$ cat config.mk
export PLATFORM = sky130hd
export DESIGN_NAME = max_exp_tree_pipe
export DESIGN_NICKNAME = d
export VERILOG_FILES = /design/src/rtl/max_exp_tree_pipe.sv
export SDC_FILE = /design/constraint.sdc
export NUM_CORES = 1
export LEC_CHECK = 0
export CORE_MARGIN = 5
export CORE_UTILIZATION = 60
export DETAILED_ROUTE_END_ITERATION = 12
export PLACE_DENSITY = 0.85
export SYNTH_ARGS = -nofsm -noshare
export SYNTH_HDL_FRONTEND = slang
export SYNTH_SLANG_ARGS = --single-unit
$ cat constraint.sdc
create_clock -name clk -period 19.5 [get_ports clk]
set_clock_uncertainty 0.2 [all_clocks]
set_input_delay 3.9 -clock clk [delete_from_list [all_inputs] [get_ports clk]]
set_output_delay 3.9 -clock clk [all_outputs]
set_load 0.02 [all_outputs]
$ cat src/rtl/max_exp_tree_pipe.sv
// max_exp_tree_pipe: pipelined masked max-exponent tree with per-group running max and valid/ready handshakes
module max_exp_tree_pipe #(
    parameter int EXP_W = 6,
    parameter int NUM_IN = 9,
    parameter int BEAT_W = 4,
    localparam int L = $clog2(NUM_IN),
    localparam int IDX_W = $clog2(NUM_IN)
) (
    input  logic                    clk,
    input  logic                    rst,
    input  logic                    in_valid,
    output logic                    in_ready,
    input  logic [NUM_IN*EXP_W-1:0] in_exp,
    input  logic [NUM_IN-1:0]       in_skip,
    input  logic                    in_last,
    output logic                    out_valid,
    input  logic                    out_ready,
    output logic [EXP_W-1:0]        out_max_exp,
    output logic [IDX_W-1:0]        out_idx,
    output logic [BEAT_W-1:0]       out_beat,
    output logic [BEAT_W-1:0]       out_beats,
    output logic                    out_all_skip
);
    function automatic int cnt(int k);
        return (NUM_IN + (1 << k) - 1) >> k;
    endfunction

    logic adv;
    assign adv = !out_valid | out_ready;
    assign in_ready = adv;

    for (genvar n = 0; n <= L; n++) begin : lvl
        localparam int C = cnt(n);
        logic [EXP_W-1:0] v [C];
        logic [IDX_W-1:0] ix [C];
        logic [C-1:0] f;
        logic sv, lst;
        if (n == 0) begin : g
            assign sv = in_valid;
            assign lst = in_last;
            for (genvar j = 0; j < C; j++) begin : c
                assign v[j] = in_skip[j] ? '0 : in_exp[j*EXP_W +: EXP_W];
                assign ix[j] = IDX_W'(j);
                assign f[j] = !in_skip[j];
            end
        end else begin : g
            localparam int P = cnt(n - 1);
            logic [EXP_W-1:0] nv [C];
            logic [IDX_W-1:0] ni [C];
            logic [C-1:0] nf;
            for (genvar j = 0; j < C; j++) begin : c
                if (2 * j + 1 < P) begin : p
                    // upper neighbour wins only when valid and strictly larger, so ties keep the lower channel
                    logic tk;
                    assign tk = lvl[n-1].f[2*j+1] & (!lvl[n-1].f[2*j] | (lvl[n-1].v[2*j+1] > lvl[n-1].v[2*j]));
                    assign nv[j] = tk ? lvl[n-1].v[2*j+1] : lvl[n-1].v[2*j];
                    assign ni[j] = tk ? lvl[n-1].ix[2*j+1] : lvl[n-1].ix[2*j];
                    assign nf[j] = lvl[n-1].f[2*j+1] | lvl[n-1].f[2*j];
                end else begin : s
                    assign nv[j] = lvl[n-1].v[2*j];
                    assign ni[j] = lvl[n-1].ix[2*j];
                    assign nf[j] = lvl[n-1].f[2*j];
                end
            end
            always_ff @(posedge clk) begin
                if (rst) begin
                    sv <= 1'b0;
                end else if (adv) begin
                    sv <= lvl[n-1].sv;
                    lst <= lvl[n-1].lst;
                    v <= nv;
                    ix <= ni;
                    f <= nf;
                end
            end
        end
    end

    logic [EXP_W-1:0] acc_v, nx_v;
    logic [IDX_W-1:0] acc_i, nx_i;
    logic [BEAT_W-1:0] acc_b, nx_b, beats, nx_cnt;
    logic acc_f, rep, bsv, blst;

    assign bsv = lvl[L].sv;
    assign blst = lvl[L].lst;
    assign rep = lvl[L].f[0] & (!acc_f | (lvl[L].v[0] > acc_v));
    assign nx_v = rep ? lvl[L].v[0] : acc_v;
    assign nx_i = rep ? lvl[L].ix[0] : acc_i;
    assign nx_b = rep ? beats : acc_b;
    assign nx_cnt = &beats ? beats : beats + 1'b1;

    always_ff @(posedge clk) begin
        if (rst) begin
            {acc_v, acc_i, acc_b, acc_f, beats} <= '0;
            {out_valid, out_max_exp, out_idx, out_beat, out_beats, out_all_skip} <= '0;
        end else if (adv) begin
            out_valid <= bsv & blst;
            if (bsv & blst) begin
                out_max_exp <= nx_v;
                out_idx <= nx_i;
                out_beat <= nx_b;
                out_beats <= nx_cnt;
                out_all_skip <= !(acc_f | lvl[L].f[0]);
                {acc_v, acc_i, acc_b, acc_f, beats} <= '0;
            end else if (bsv) begin
                acc_v <= nx_v;
                acc_i <= nx_i;
                acc_b <= nx_b;
                acc_f <= acc_f | lvl[L].f[0];
                beats <= nx_cnt;
            end
        end
    end
endmodule

[Word-level counts from Yosys, hierarchy flattened]
Index checks and enable logic that the tools add are counted.
Word-level totals
  register bits: 156
  input port bits: 68
  output and inout bits: 21
  word-level logic and storage cells: 140
Operators by class
  add/sub/neg operators: 1
  order comparisons: 9
  multiplexer cells: 37
  bitwise operators: 30
  reductions and logical operators: 21
Operators by type and width (count)
  $mux W6: 19
  $gt A6 B6 Y1: 9
  $mux W4: 12
  $or A1 B1 Y1: 19
  $logic_not A1 Y1: 16
  $and A1 B1 Y1: 10
  $mux W1: 6
  $reduce_and A2 Y1: 3
  $add A4 B1 Y4 const B: 1
  $reduce_and A4 Y1: 1
  $reduce_bool A2 Y1: 1
  $not A1 Y1: 1

[Depth between registers and ports, before layout]
  word-level depth: 6
  depth in mapped cells: 9
  depth with buffers taken out: 8

[Worst setup path after synthesis]
No wires, ideal clock.
  path type: input to register
  from: input rst
  to: register lvl[4].lst, in the netlist blst (enable)
  setup time: 0.551 ns
  data arrival time: 8.118 ns
  data required time: 18.749 ns
  path slack: 10.631 ns
  stages: 2
  path buffers: 1
  cell sequence: clkbuf_1 nor2_1
Between the ends
  word-level cells in the longest chain between the ends: 2
RTL lines
  from (decl): RTL line 10  | input logic rst,
  $not A1 Y1 (no source line)
  $reduce_and A2 Y1 (no source line)
  to (signal assigned): RTL line 70  | lst <= lvl[n-1].lst;
  to (decl): RTL line 37  | logic sv, lst;
No other way between the ends.
A chain may end at the register's enable or synchronous reset.

[Worst setup path in the final report]
  from: input out_ready
  to: output in_ready
Between the ends
  word-level cells in the longest chain between the ends: 1
RTL lines
  from (decl): RTL line 17  | input logic out_ready,
  $or A1 B1 Y1: RTL line 29  | assign adv = !out_valid | out_ready;
  to (decl): RTL line 12  | output logic in_ready,
No other way between the ends.

==> impl_metrics.toml <==
[run_status]
status = "complete, no violations"

[die]
core.rowCount = 39
io_pins = 89
dieArea_mm2 = 0.0140
die_w_um = 118
die_height_um = 118
initial_core_util_pct = 61.3
coreArea_mm2 = 0.0115

[sta]
timing.final.crit_share_pct = 48.4
whs_ns = 0.214
fmax_mhz = 106
final_max_slew_viol_count = 0
timing_worst_slew_pin_value_ns = 1.15
setup_tns_ns = 0
setup_viol = 0
worst_slack_ns = 10.05
final_hold_viol_count = 0
rsz0062_at_grt = "no"
fin_crit_ns = 9.45
slew_headroom_pct = 23.1

[power]
p_comb_share_pct = 12.7
p_leak_nw = 3.56
total_power_mw = 0.750
vdd_drop_max_uv = 70.5
switching_share_pct = 22.2
power_frac_clock_pct = 40.6
p_sw_mw = 0.166
p_int_mw = 0.583
p_seq_share_pct = 46.6
powerDensity_mw_per_mm2 = 87.1

[routing]
vias_per_cell = 5.48
ant_nets = 0
drt-total-wl_um = 12400
post-route-drc-count = 0
num_vias = 4601
first_pass_iters = 5
wl_per_cell_um = 14.8
drt-initial-drc-count = 332

[placed_design]
port_buffers = 88
finalWeightedCongestion = 0.877
dpl.hpwl_um = 9170
dp_slack_ns = 10.06
post-place-cells = 808

[logic_synthesis]
syn_inst = 595
ys_seq_elements = 139
netlist_area_mm2 = 0.00703
synth-warning-count = 0
synth-seq-area-share_pct = 53.2
synth.distinct_cells = 44
syn_nets = 718
ys_async_sr_fraction_pct = 0
synth-edff-count = 96
syn_avg_cell_area_um2 = 11.8
synth_ff_type = "edfxtp_1"

[setup_path]
crit_buf_inv = 3
cp_max_fo = 10
end_kind = "primary output"
setup.worst_path.start = "out_ready"
cp_slowest_cell = "clkdlybuf4s50_1"
path_delay_family = "buffers and inverters"
crit_chain = "clkdlybuf4s50_1 -> nor2b_2 -> inv_2 -> clkdlybuf4s50_1"
path_common_cell = "clkdlybuf4s50_1"
cp-start-kind = "primary input"
reg2reg_from = "lvl[4].v[5]$_DFFE_PP_"
r2r_cells = 6
r2r_slack_ns = 16.54
critPathMaxStageDelay_ns = 0.57
criticalPathCategory = "primary input to primary output"
crit_required_ns = 15.40
reg2reg_to = "acc_i[2]$_SDFFE_PP0P_"
cp_data_arrival_time_ns = 5.35

[cells_and_area]
fin_cells = 840
area_growth_pct = 22.4
nets = 807
drive_above_1_share_pct = 11.3
diodes = 0

[min_path]
min_from = "lvl[1].v[2]$_SDFFCE_PP0P_"
hold_path_depth = 0
hold_path.class = "register to register"
hold-path-endpoint = "lvl[2].v[2]$_DFFE_PP_"

[clock_tree]
clock_latency_ns = 0.41
h-tree-depth = 4
holdBufCountCts = 0
clock_path_buffers = 2
clk_pin_slew_ns = 0.06
clock_sinks = 139
cts_tree = "built"
cts_buffers = 17
root_buffer = "clkbuf_16"
cts-resized-gates = 0
postCtsSetupBuffers = 0

[grt]
grt_pass1_wl_um = 21000
grt_max_degree = 97
antenna_found_initial = 0
track_usage_pct = 18.3
first_global_vias = 4661
busiest_layer = "met2"
grt_util_met2_pct = 33.0
grt.met3_usage_pct = 5.01
grt.overflow.total = 0
use_met1_pct = 20.0

[job]
cap_viol_max_count = 0
[placed cells by master (no fill, tap or decap), drive strengths merged, types with 5 or more instances in the layout]
master         count
a211oi            17
a21o               5
a21oi             26
a22o              14
clkbuf            26
clkdlybuf4s50     88
clkinv             6
dfxtp             43
edfxtp            96
ha                55
inv               65
mux2              32
mux2i             36
nand2             22
nand2b            26
nand3             10
nand4              6
nor2              50
nor2b             27
o21ai             10
[flip-flops by register name (all words and copies together) (netlist names), 3 cells and up]
register	flops
acc_b	4
acc_i	4
acc_v	6
beats	4
lvl.f	11
lvl.ix	15
lvl.lst	3
lvl.sv	3
lvl.v	66
out_beat	4
out_beats	4
out_idx	4
out_max_exp	6
[worst register-to-register path: cells and delay by family (launching register included)]
| family | cells | cell delay, ns |
|---|---|---|
| adders and majority gates | 1 | 0.36 |
| DFF | 1 | 0.42 |
| AOI/OAI and AO/OA | 3 | 1.11 |
| and+or+nand+nor | 2 | 0.82 |
[final cells by class]
type                            count  area [um2]
Inverter                           65         244
Multi-Input combinational cell    370        2960
Clock buffer                       26         551
Timing Repair Buffer               91         903
Sequential cell                   139        3740
Tap cell                          143         179
Clock inverter                      6        30.0
Fill cell                         724        2860
[synth_stat cells (16+ instances only)]
library cell | count | area share, %
clkbuf_1 | 16 | 0.85
inv_1 | 64 | 3.4
dfxtp_1 | 43 | 12
edfxtp_1 | 96 | 41
a21oi_1 | 26 | 1.8
nor2_1 | 50 | 2.7
nor2b_1 | 26 | 2.3
nand2_1 | 22 | 1.2
mux2_2 | 28 | 4.5
mux2i_1 | 36 | 5.1
ha_1 | 55 | 9.8
nand2b_1 | 26 | 2.3
a211oi_1 | 16 | 1.7
[how the worst max path moves through the flow]
stage	slack, ns	cells after the start	to
2_1_floorplan	10.63	2	blst$_DFFE_PP_
3_3_place_gp	10.13	4	in_ready
3_5_place_dp	10.06	4	in_ready
4_1_cts	10.05	4	in_ready
5_1_grt	9.99	4	in_ready
6_report	10.05	4	in_ready
[metrics by stage]
step,cell area [um2],util (%)
global placement,8030,70.0
CTS,8610,75.1
floorplan,7030,-
global route,8610,75.1
finish,8610,75.1
detailed placement,8030,70.0
[cells by family after synthesis]
kind of cell,after synthesis,share of synthesized area [%]
fa+ha+maj,55,9.78
mux,68,10.2
compound gates,86,10.0
xor+xnor,1,0.125
flops,139,53.2
buf+inv,86,4.86
simple gates,160,11.7
[power groups by stage]
| stage | combinational, mW | clock [mW] | sequential, mW |
|---|---|---|---|
| after floorplan | 0.0650 | 0 | 0.353 |
| after detailed placement | 0.0952 | 0 | 0.356 |
| final | 0.0954 | 0.305 | 0.350 |
| after global placement | 0.0890 | 0 | 0.355 |
| after CTS | 0.0963 | 0.310 | 0.350 |
| after global routing | 0.107 | 0.325 | 0.352 |
[metal layers]
metal / up-vias / share of wire, %
met4: 0 / 2.2
met1: 2151 / 40
met5: - / 0
met3: 22 / 4.4
met2: 118 / 54
li1: 2310 / -
Note: power is estimated with default switching activity, not from simulation.
